===== config.mk =====
export PLATFORM = sky130hd
export DESIGN_NAME = display_scan_flat
export DESIGN_NICKNAME = d
export VERILOG_FILES = /design/src/rtl/display_scan_if.sv /design/src/rtl/display_scan.sv /design/src/flat_wrapper.sv
export SDC_FILE = /design/constraint.sdc
export NUM_CORES = 1
export LEC_CHECK = 0
export BUFFER_PORTS_ARGS = -buffer_cell sky130_fd_sc_hd__buf_2
export CAP_MARGIN = 40
export CORE_MARGIN = 3
export CORE_UTILIZATION = 45
export CTS_BUF_LIST = sky130_fd_sc_hd__clkbuf_8
export CTS_CLUSTER_DIAMETER = 120
export CTS_CLUSTER_SIZE = 30
export DETAILED_ROUTE_END_ITERATION = 8
export MAX_ROUTING_LAYER = met4
export PLACE_DENSITY = 0.76
export SYNTH_ARGS = -nofsm -noshare
export SYNTH_HDL_FRONTEND = slang
export SYNTH_SLANG_ARGS = --single-unit
export TNS_END_PERCENT = 50

===== constraint.sdc =====
create_clock -name clk -period 3.4 [get_ports clk]
set_clock_uncertainty 0.15 [all_clocks]
set_input_delay 0.51 -clock clk [delete_from_list [all_inputs] [get_ports clk]]
set_output_delay 0.51 -clock clk [all_outputs]
set_load 0.005 [all_outputs]

===== src/rtl/display_scan_if.sv =====
// Pin bundle between the score logic and the 7-segment scanner.
interface display_scan_if #(
    parameter int NUM_DIGITS = 4
);
    logic                    en;
    logic [4*NUM_DIGITS-1:0] value;
    logic [NUM_DIGITS-1:0]   dp;
    logic [NUM_DIGITS-1:0]   ct;
    logic [7:0]              seg;
    logic                    frame_done;

    modport master (output en, value, dp, input ct, seg, frame_done);
    modport slave  (input en, value, dp, output ct, seg, frame_done);
endinterface


===== src/rtl/display_scan.sv =====
// Time-multiplexed N-digit common-anode 7-segment scanner with registered outputs.
// Optional LEADING_ZERO_BLANK_EN darkens leading zero digits (digit 0 always shown).
module display_scan #(
    parameter int NUM_DIGITS     = 4,
    parameter int DWELL_CYCLES   = 50000,
    parameter int BLANK_CYCLES   = 500,
    parameter bit SEG_ACTIVE_LOW = 1'b1
) (
    input  logic          clk,
    input  logic          reset,
    display_scan_if.slave bus
);
    localparam int MAX_PHASE = (DWELL_CYCLES > BLANK_CYCLES) ? DWELL_CYCLES : BLANK_CYCLES;
    localparam int CW = $clog2(MAX_PHASE + 1);
    localparam int DW = $clog2(NUM_DIGITS);
    localparam logic [CW-1:0] DWELL_LAST = CW'(DWELL_CYCLES - 1);
    localparam logic [CW-1:0] BLANK_LAST = (BLANK_CYCLES > 0) ? CW'(BLANK_CYCLES - 1) : '0;
    localparam logic [DW-1:0] DIGIT_LAST = DW'(NUM_DIGITS - 1);
    localparam logic [7:0]    SEG_OFF    = SEG_ACTIVE_LOW ? 8'hFF : 8'h00;

    typedef enum logic {ST_SHOW, ST_BLANK} state_t;

    state_t                  r_state;
    logic [DW-1:0]           r_digit;
    logic [CW-1:0]           r_cnt;
    logic [4*NUM_DIGITS-1:0] r_snap_val;
    logic [NUM_DIGITS-1:0]   r_snap_dp;
    logic                    r_started;
    logic [NUM_DIGITS-1:0]   r_ct;
    logic [7:0]              r_seg;
    logic                    r_frame_done;

    logic                    w_frame_start;
    logic [4*NUM_DIGITS-1:0] w_val;
    logic [NUM_DIGITS-1:0]   w_dp;
    logic [3:0]              w_nib;
    logic [7:0]              w_seg_on;
    logic [7:0]              w_seg_drv;
    logic [NUM_DIGITS-1:0]   w_ct_on;
    logic [DW-1:0]           w_digit_next;
    logic                    w_dark;

    function automatic logic [6:0] font7(input logic [3:0] n);
        case (n)
            4'h0: font7 = 7'h3F;  4'h1: font7 = 7'h06;  4'h2: font7 = 7'h5B;  4'h3: font7 = 7'h4F;
            4'h4: font7 = 7'h66;  4'h5: font7 = 7'h6D;  4'h6: font7 = 7'h7D;  4'h7: font7 = 7'h07;
            4'h8: font7 = 7'h7F;  4'h9: font7 = 7'h6F;  4'hA: font7 = 7'h77;  4'hB: font7 = 7'h7C;
            4'hC: font7 = 7'h39;  4'hD: font7 = 7'h5E;  4'hE: font7 = 7'h79;  default: font7 = 7'h71;
        endcase
    endfunction

    // The frame-start cycle uses the live inputs so digit 0 already shows the fresh sample.
    assign w_frame_start = bus.en && (r_state == ST_SHOW) && (r_digit == '0) && (r_cnt == '0);
    assign w_val         = w_frame_start ? bus.value : r_snap_val;
    assign w_dp          = w_frame_start ? bus.dp    : r_snap_dp;
    assign w_nib         = w_val[4*r_digit +: 4];
    assign w_seg_on      = {w_dp[r_digit], font7(w_nib)};
    assign w_seg_drv     = SEG_ACTIVE_LOW ? ~w_seg_on : w_seg_on;
    assign w_digit_next  = (r_digit == DIGIT_LAST) ? '0 : r_digit + 1'b1;

    always_comb begin
        w_ct_on = '1;
        for (int unsigned i = 0; i < NUM_DIGITS; i++) begin
            if (r_digit == DW'(NUM_DIGITS - 1 - int'(i))) w_ct_on[i] = 1'b0;
        end
    end

`ifdef LEADING_ZERO_BLANK_EN
    logic [NUM_DIGITS-1:0] w_lz;
    logic                  w_allz;

    always_comb begin
        w_lz   = '0;
        w_allz = 1'b1;
        for (int unsigned i = NUM_DIGITS - 1; i >= 1; i--) begin
            w_allz  = w_allz & (w_val[4*i +: 4] == 4'h0);
            w_lz[i] = w_allz & ~w_dp[i];
        end
    end

    assign w_dark = w_lz[r_digit];
`else
    assign w_dark = 1'b0;
`endif

    always_ff @(posedge clk or posedge reset) begin
        if (reset) begin
            r_state      <= ST_SHOW;
            r_digit      <= '0;
            r_cnt        <= '0;
            r_snap_val   <= '0;
            r_snap_dp    <= '0;
            r_started    <= 1'b0;
            r_ct         <= '1;
            r_seg        <= SEG_OFF;
            r_frame_done <= 1'b0;
        end else begin
            r_frame_done <= 1'b0;
            r_ct         <= '1;
            r_seg        <= SEG_OFF;
            if (bus.en) begin
                if (w_frame_start) begin
                    r_snap_val   <= bus.value;
                    r_snap_dp    <= bus.dp;
                    r_started    <= 1'b1;
                    r_frame_done <= r_started;
                end
                unique case (r_state)
                    ST_SHOW: begin
                        if (!w_dark) begin
                            r_ct  <= w_ct_on;
                            r_seg <= w_seg_drv;
                        end
                        if (r_cnt == DWELL_LAST) begin
                            r_cnt <= '0;
                            if (BLANK_CYCLES > 0) r_state <= ST_BLANK;
                            else                  r_digit <= w_digit_next;
                        end else begin
                            r_cnt <= r_cnt + 1'b1;
                        end
                    end
                    ST_BLANK: begin
                        if (r_cnt == BLANK_LAST) begin
                            r_cnt   <= '0;
                            r_state <= ST_SHOW;
                            r_digit <= w_digit_next;
                        end else begin
                            r_cnt <= r_cnt + 1'b1;
                        end
                    end
                    default: r_state <= ST_SHOW;
                endcase
            end
        end
    end

    assign bus.ct         = r_ct;
    assign bus.seg        = r_seg;
    assign bus.frame_done = r_frame_done;
endmodule


===== src/flat_wrapper.sv =====
// flat-port wrapper written by rule: the top's interface ports become plain ports
module display_scan_flat 
#(
    parameter int NUM_DIGITS     = 4,
    parameter int DWELL_CYCLES   = 50000,
    parameter int BLANK_CYCLES   = 500,
    parameter bit SEG_ACTIVE_LOW = 1'b1
)
  (clk, reset, bus_en, bus_value, bus_dp, bus_ct, bus_seg, bus_frame_done);
  display_scan_if #(.NUM_DIGITS(NUM_DIGITS)) bus_i ();
  input  logic clk;
  input  logic reset;
  input wire logic [$bits(bus_i.en)-1:0] bus_en;
  input wire logic [$bits(bus_i.value)-1:0] bus_value;
  input wire logic [$bits(bus_i.dp)-1:0] bus_dp;
  output wire logic [$bits(bus_i.ct)-1:0] bus_ct;
  output wire logic [$bits(bus_i.seg)-1:0] bus_seg;
  output wire logic [$bits(bus_i.frame_done)-1:0] bus_frame_done;
  assign bus_i.en = bus_en;
  assign bus_i.value = bus_value;
  assign bus_i.dp = bus_dp;
  assign bus_ct = bus_i.ct;
  assign bus_seg = bus_i.seg;
  assign bus_frame_done = bus_i.frame_done;
  display_scan #(.NUM_DIGITS(NUM_DIGITS), .DWELL_CYCLES(DWELL_CYCLES), .BLANK_CYCLES(BLANK_CYCLES), .SEG_ACTIVE_LOW(SEG_ACTIVE_LOW)) u_core (.clk(clk), .reset(reset), .bus(bus_i));
endmodule

### Word level (Yosys, flattened, before mapping)

Memories as Yosys holds them, arrays and structs flattened.
Index checks and enable logic that the tools add are counted.
W data, S select, Z words.

* reduce and logical (&&, ||, !) cells: 7
* eq/ne operators: 6
* bitwise logic cells: 2
* add/sub/neg operators: 2
* multiplexer cells: 23
* order comparisons: 1
* shift operators: 1

Operator list (number)
* $mux W16: 3
* $pmux W16 S2: 1
* $add A16 B1 Y16 const B: 1
* $eq A16 B16 Y1 const B: 1
* $eq A16 B9 Y1 const B: 1
* $logic_not A16 Y1: 1
* $mux W8: 2
* $shiftx A16 B5 Y4: 1
* $mux W4: 3
* $mux W1: 9
* $not A8 Y8: 1
* $mux W2: 3
* $eq A2 B2 Y1 const B: 2
* $logic_and A1 B1 Y1: 3
* $lt A2 B3 Y1 const B: 1
* $reduce_and A3 Y1: 1
* $add A2 B1 Y2 const B: 1
* $bmux W1 S2: 1
* $eq A2 B1 Y1 const B: 1
* $logic_not A2 Y1: 1
* $ne A2 B2 Y1 const B: 1
* $pmux W1 S2: 1
* $reduce_and A2 Y1: 1
* $not A1 Y1: 1

* output and inout bits: 13
* input bits: 23
* memories: 1
* register bits: 53
* memory bits (read-only): 112
* word-level logic and storage cells: 52

Memories
* (name not given): words 16, bits a word 7, read ports 1, clocked after memory_dff 0, wr ports 0, RTL line display_scan.sv:44 `case (n)`

### Logic depth before layout (Yosys ltp)

* depth in word-level cells: 10
* mapped depth: 15
* gate-level depth less buffers: 13

### Worst setup path before layout

Ideal clock, no wire load.

* path type: register to register
* start: reg u_core.r_digit[0]
* end: reg u_core.r_seg[3] (netlist: u_core.bus.seg[3])
* setup time: 100 ps
* path slack: -148 ps
* required time: 3150 ps
* period minus slack after synthesis: 3548 ps
* stages on the path, launching flop included: 15
* arrival time: 3297 ps
* buffers on the path: 3
* path through: dfrtp_1 > clkbuf_1 > clkinv_1 > ha_1 > nor4bb_1 > nand2_1 > or3_1 > buf_6 > clkbuf_1 > mux4_2 > mux2i_1 > inv_1 > ha_1 > o211ai_1 > o211ai_1

* cells in the longest elaborated chain, start to end: 9

RTL lines
* start: declaration: RTL line display_scan.sv:24 `logic [DW-1:0] r_digit;`
* start signal: assignment: RTL line display_scan.sv:117 `else r_digit <= w_digit_next;`
* start signal: assignment: RTL line display_scan.sv:126 `r_digit <= w_digit_next;`
* $logic_not A2 Y1: RTL line display_scan.sv:53 `assign w_frame_start = bus.en && (r_state == ST_SHOW) && (r_digit == '0) && (r_cnt == '0);`
* $logic_and A1 B1 Y1 (2 in series): RTL line display_scan.sv:53
* $mux W16: RTL line display_scan.sv:54 `assign w_val = w_frame_start ? bus.value : r_snap_val;`
* $shiftx A16 B5 Y4 *: RTL line display_scan.sv:56 `assign w_nib = w_val[4*r_digit +: 4];`
* $mem_v2 Z16 W7 *
* $not A8 Y8 *: RTL line display_scan.sv:58 `assign w_seg_drv = SEG_ACTIVE_LOW ? ~w_seg_on : w_seg_on;`
* $mux W8 *: RTL line display_scan.sv:108 `unique case (r_state)`
* $mux W8 *: RTL line display_scan.sv:101 `if (bus.en) begin`
* end signal: assignment: RTL line display_scan.sv:112 `r_seg <= w_seg_drv;`
* end: declaration: RTL line display_scan.sv:30 `logic [7:0] r_seg;`

Every way passes the cells marked *; elsewhere a longest branch is shown, timed or not.
A chain may end at the register's enable or synchronous reset.

### Final worst setup path

* start: reg u_core.r_cnt[0]
* end: reg u_core.r_seg[6] (netlist: u_core.bus.seg[6])

* cells in the longest elaborated chain, start to end: 8

RTL lines
* start: declaration: RTL line display_scan.sv:25 `logic [CW-1:0] r_cnt;`
* start signal: assignment: RTL line display_scan.sv:119 `r_cnt <= r_cnt + 1'b1;`
* start signal: assignment: RTL line display_scan.sv:128 `r_cnt <= r_cnt + 1'b1;`
* $logic_not A16 Y1: RTL line display_scan.sv:53
* $logic_and A1 B1 Y1: RTL line display_scan.sv:53
* $mux W16: RTL line display_scan.sv:54
* $shiftx A16 B5 Y4: RTL line display_scan.sv:56
* $mem_v2 Z16 W7
* $not A8 Y8: RTL line display_scan.sv:58
* $mux W8: RTL line display_scan.sv:108
* $mux W8: RTL line display_scan.sv:101

No other way between the ends.

==> flow_metrics.py <==
metrics = {
    "worst_setup_path": {
        "max_stage_delay_ns": 0.54,
        "cpLargestDelayFamily": "multiplexers",
        "setup.worst_path.end_class": "flip-flop",
        "worstPathMaxFanout": 27,
        "critPathLaunchType": "flip-flop",
        "required_ns": 3.49,
        "crit_path_cell_trace": "inv_1 > ha_1 > nor4bb_1 > nand2_1 > or3_1 > buf_12 > mux2_4 > mux4_2 > buf_4 > o31a_1 > o21ai_1",
        "critPathSlowestCell": "mux4_2",
        "worstPathBufferInverterCount": 3,
        "arrival_ns": 3.28,
        "crit_type": "flip-flop to flip-flop",
    },
    "run": {
        "max_cap_viol_count": 0,
    },
    "synth": {
        "postSynth.asyncResetShare_pct": 100,
        "synth_cells": 224,
        "yosysUniqueCellTypes": 40,
        "synthesis.nets": 259,
        "synth_edf_count": 0,
        "netlist_area_um2": 2670,
        "ys_warn_count": 0,
        "ys_seq_area_share_pct": 50.2,
        "avgSynthCellArea_um2": 11.9,
        "synth_ff_type": "dfrtp_1",
        "synth-seq-cells": 53,
    },
    "grt": {
        "grt_max_degree": 29,
        "grt_usage_pct": 15.9,
        "grt_pass1_wl_mm": 8.77,
        "grt_pass1_vias": 1845,
        "grt_antenna_before_repair": 0,
        "gr-total-overflow": 0,
    },
    "clocking": {
        "clk_pin_slew_ns": 0.09,
        "ctsLongestPathBuffers": 2,
        "cts_hold_buf": 0,
        "cts_resized": 0,
        "cts_buffers": 5,
        "clk_latency_ns": 0.31,
        "cts_sinks": 53,
        "root_buffer": "clkbuf_8",
        "tritoncts": "yes",
        "post-cts-setup-buffer-count": 0,
        "h-tree-depth": 2,
    },
    "routing": {
        "wl_met1_mm": 2.31,
        "via_per_inst": 5.27,
        "routed_wirelength_mm": 4.98,
        "met2WireLength_mm": 2.34,
        "post_drt_wl_per_cell_um": 14.4,
        "antenna_left": 0,
        "remaining_drc_errors": 0,
        "drt-pass1-iter-count": 4,
        "num_vias": 1817,
        "met3_length_um": 202,
        "drt-initial-drc-count": 123,
        "highest_layer": "met4",
    },
    "worst_hold_path": {
        "worstHoldPathType": "primary input to async pin",
    },
    "timing": {
        "period_minus_slack_ns": 3.19,
        "setup_violations": 0,
        "worst_slew_pin_slew_ns": 0.553,
        "finalCritPeriodShare_pct": 93.7,
        "drv_slew": 0,
        "setup_slack_ns": 0.213,
        "max-slew-margin-rel_pct": 63.1,
        "hold_viol": 0,
        "tns_ns": 0,
        "max_freq_mhz": 314,
        "fin_hold_ws_ns": 0.0928,
    },
    "place": {
        "portBuffers": 35,
        "dpl-instance-area_um2": 3000,
        "hpwl_mm": 3.67,
        "preCtsSetupSlack_ns": 0.218,
        "dp.cells": 334,
        "globalplace.congestion": 0.830,
    },
    "final_layout": {
        "nets": 307,
        "final_util_pct": 55.4,
        "final_cell_mix": "dfrtp_1 (41), buf_2 (35), nand2_1 (28), mux2_2 (18), nor2_1 (15)",
        "final_common_cell": "dfrtp_1",
        "antennaDiodeCount": 0,
        "syn2layout_area_growth_pct": 17.0,
        "stdcell_count": 345,
        "design_area_um2": 3130,
        "drive_above_1_share_pct": 37.0,
    },
    "floorplanning": {
        "die-area_um2": 6900,
        "dieHeight_um": 83.1,
        "die_w_um": 83.1,
        "initial_core_util_pct": 47.4,
        "rows": 27,
        "io-pin-count": 36,
        "coreArea_um2": 5640,
    },
    "power_and_ir_drop": {
        "power_density_nw_per_um2": 675,
        "peakVddDrop_uv": 302,
        "p_leak_nw": 1.46,
        "total_power_mw": 2.11,
    },
    "status": {
        "run_status": "finished, final reports clean",
    },
}
layer usage:
layer / vias up / GRT usage (%)
met5: - / -
met3: 12 / 3.47
met1: 885 / 20.9
met2: 45 / 24.4
met4: 0 / 5.79
li1: 875 / -
worst paths after layout:
path | slack [ns] | startpoint | cells after the start | end
setup / recovery | 0.21 | u_core.r_cnt[0] | 11 | u_core.bus.seg[6]
hold / removal | 0.09 | reset | 2 | u_core.r_cnt[12]
setup reg to reg | 0.21 | u_core.r_cnt[0] | 11 | u_core.bus.seg[6]
hold reg to reg | 0.32 | u_core.r_started | 2 | u_core.r_started
max in group asynchronous | 2.39 | reset | 3 | u_core.bus.seg[7]
min in group clk | 0.29 | bus_dp[3] | 2 | u_core.r_snap_dp[3]
synthesized netlist by cell type, types with 2 or more instances:
| cell type | instances | area [um^2] |
|---|---|---|
| o221ai_1 | 2 | 17.5 |
| and3_1 | 2 | 12.5 |
| ha_1 | 12 | 150 |
| clkbuf_1 | 4 | 15.0 |
| nor3_1 | 8 | 40.0 |
| xor2_1 | 7 | 61.3 |
| dfrtp_1 | 41 | 1030 |
| mux2_4 | 4 | 60.1 |
| or3_1 | 2 | 12.5 |
| buf_6 | 2 | 22.5 |
| dfstp_2 | 12 | 315 |
| mux2i_1 | 6 | 60.1 |
| nand4_1 | 4 | 25.0 |
| nor2_1 | 15 | 56.3 |
| nand2_1 | 28 | 105 |
| xnor2_1 | 7 | 61.3 |
| o211ai_1 | 3 | 22.5 |
| mux2_2 | 18 | 203 |
| inv_1 | 11 | 41.3 |
| mux4_2 | 8 | 180 |
| nand3_1 | 9 | 45.0 |
power by group:
part,internal [mW],switching [mW],leakage (nW)
clock,0.216,0.201,0.0593
sequential,0.844,0.0926,0.647
combinational,0.405,0.351,0.752
total,1.46,0.645,1.46
cells by family after synthesis:
| family | Yosys count | synth area share [%] |
|---|---|---|
| compound gates | 14 | 3.70 |
| xor+xnor | 14 | 4.59 |
| fa+ha+maj | 12 | 5.62 |
| buf+inv | 19 | 3.23 |
| flops | 53 | 50.2 |
| mux | 37 | 19.3 |
| simple gates | 75 | 13.3 |
sequential cells by signal, indices dropped and copies added (netlist names):
| register | flops |
|---|---|
| u_core.bus.seg | 8 |
| u_core.bus.ct | 4 |
| u_core.r_state | 1 |
| u_core.r_digit | 2 |
| u_core.r_snap_dp | 4 |
| u_core.r_started | 1 |
| u_core.r_cnt | 16 |
| u_core.bus.frame_done | 1 |
| u_core.r_snap_val | 16 |
area by class of cell:
class | instances | area [um^2]
clock inverters | 3 | 38.8
clock buffers | 5 | 68.8
repair buffers | 48 | 298
inverters | 12 | 45.0
well taps | 72 | 90.1
multi-input cells | 152 | 1240
fillers | 468 | 2510
flip-flops and latches | 53 | 1340
(Power assumes the default switching activity.)
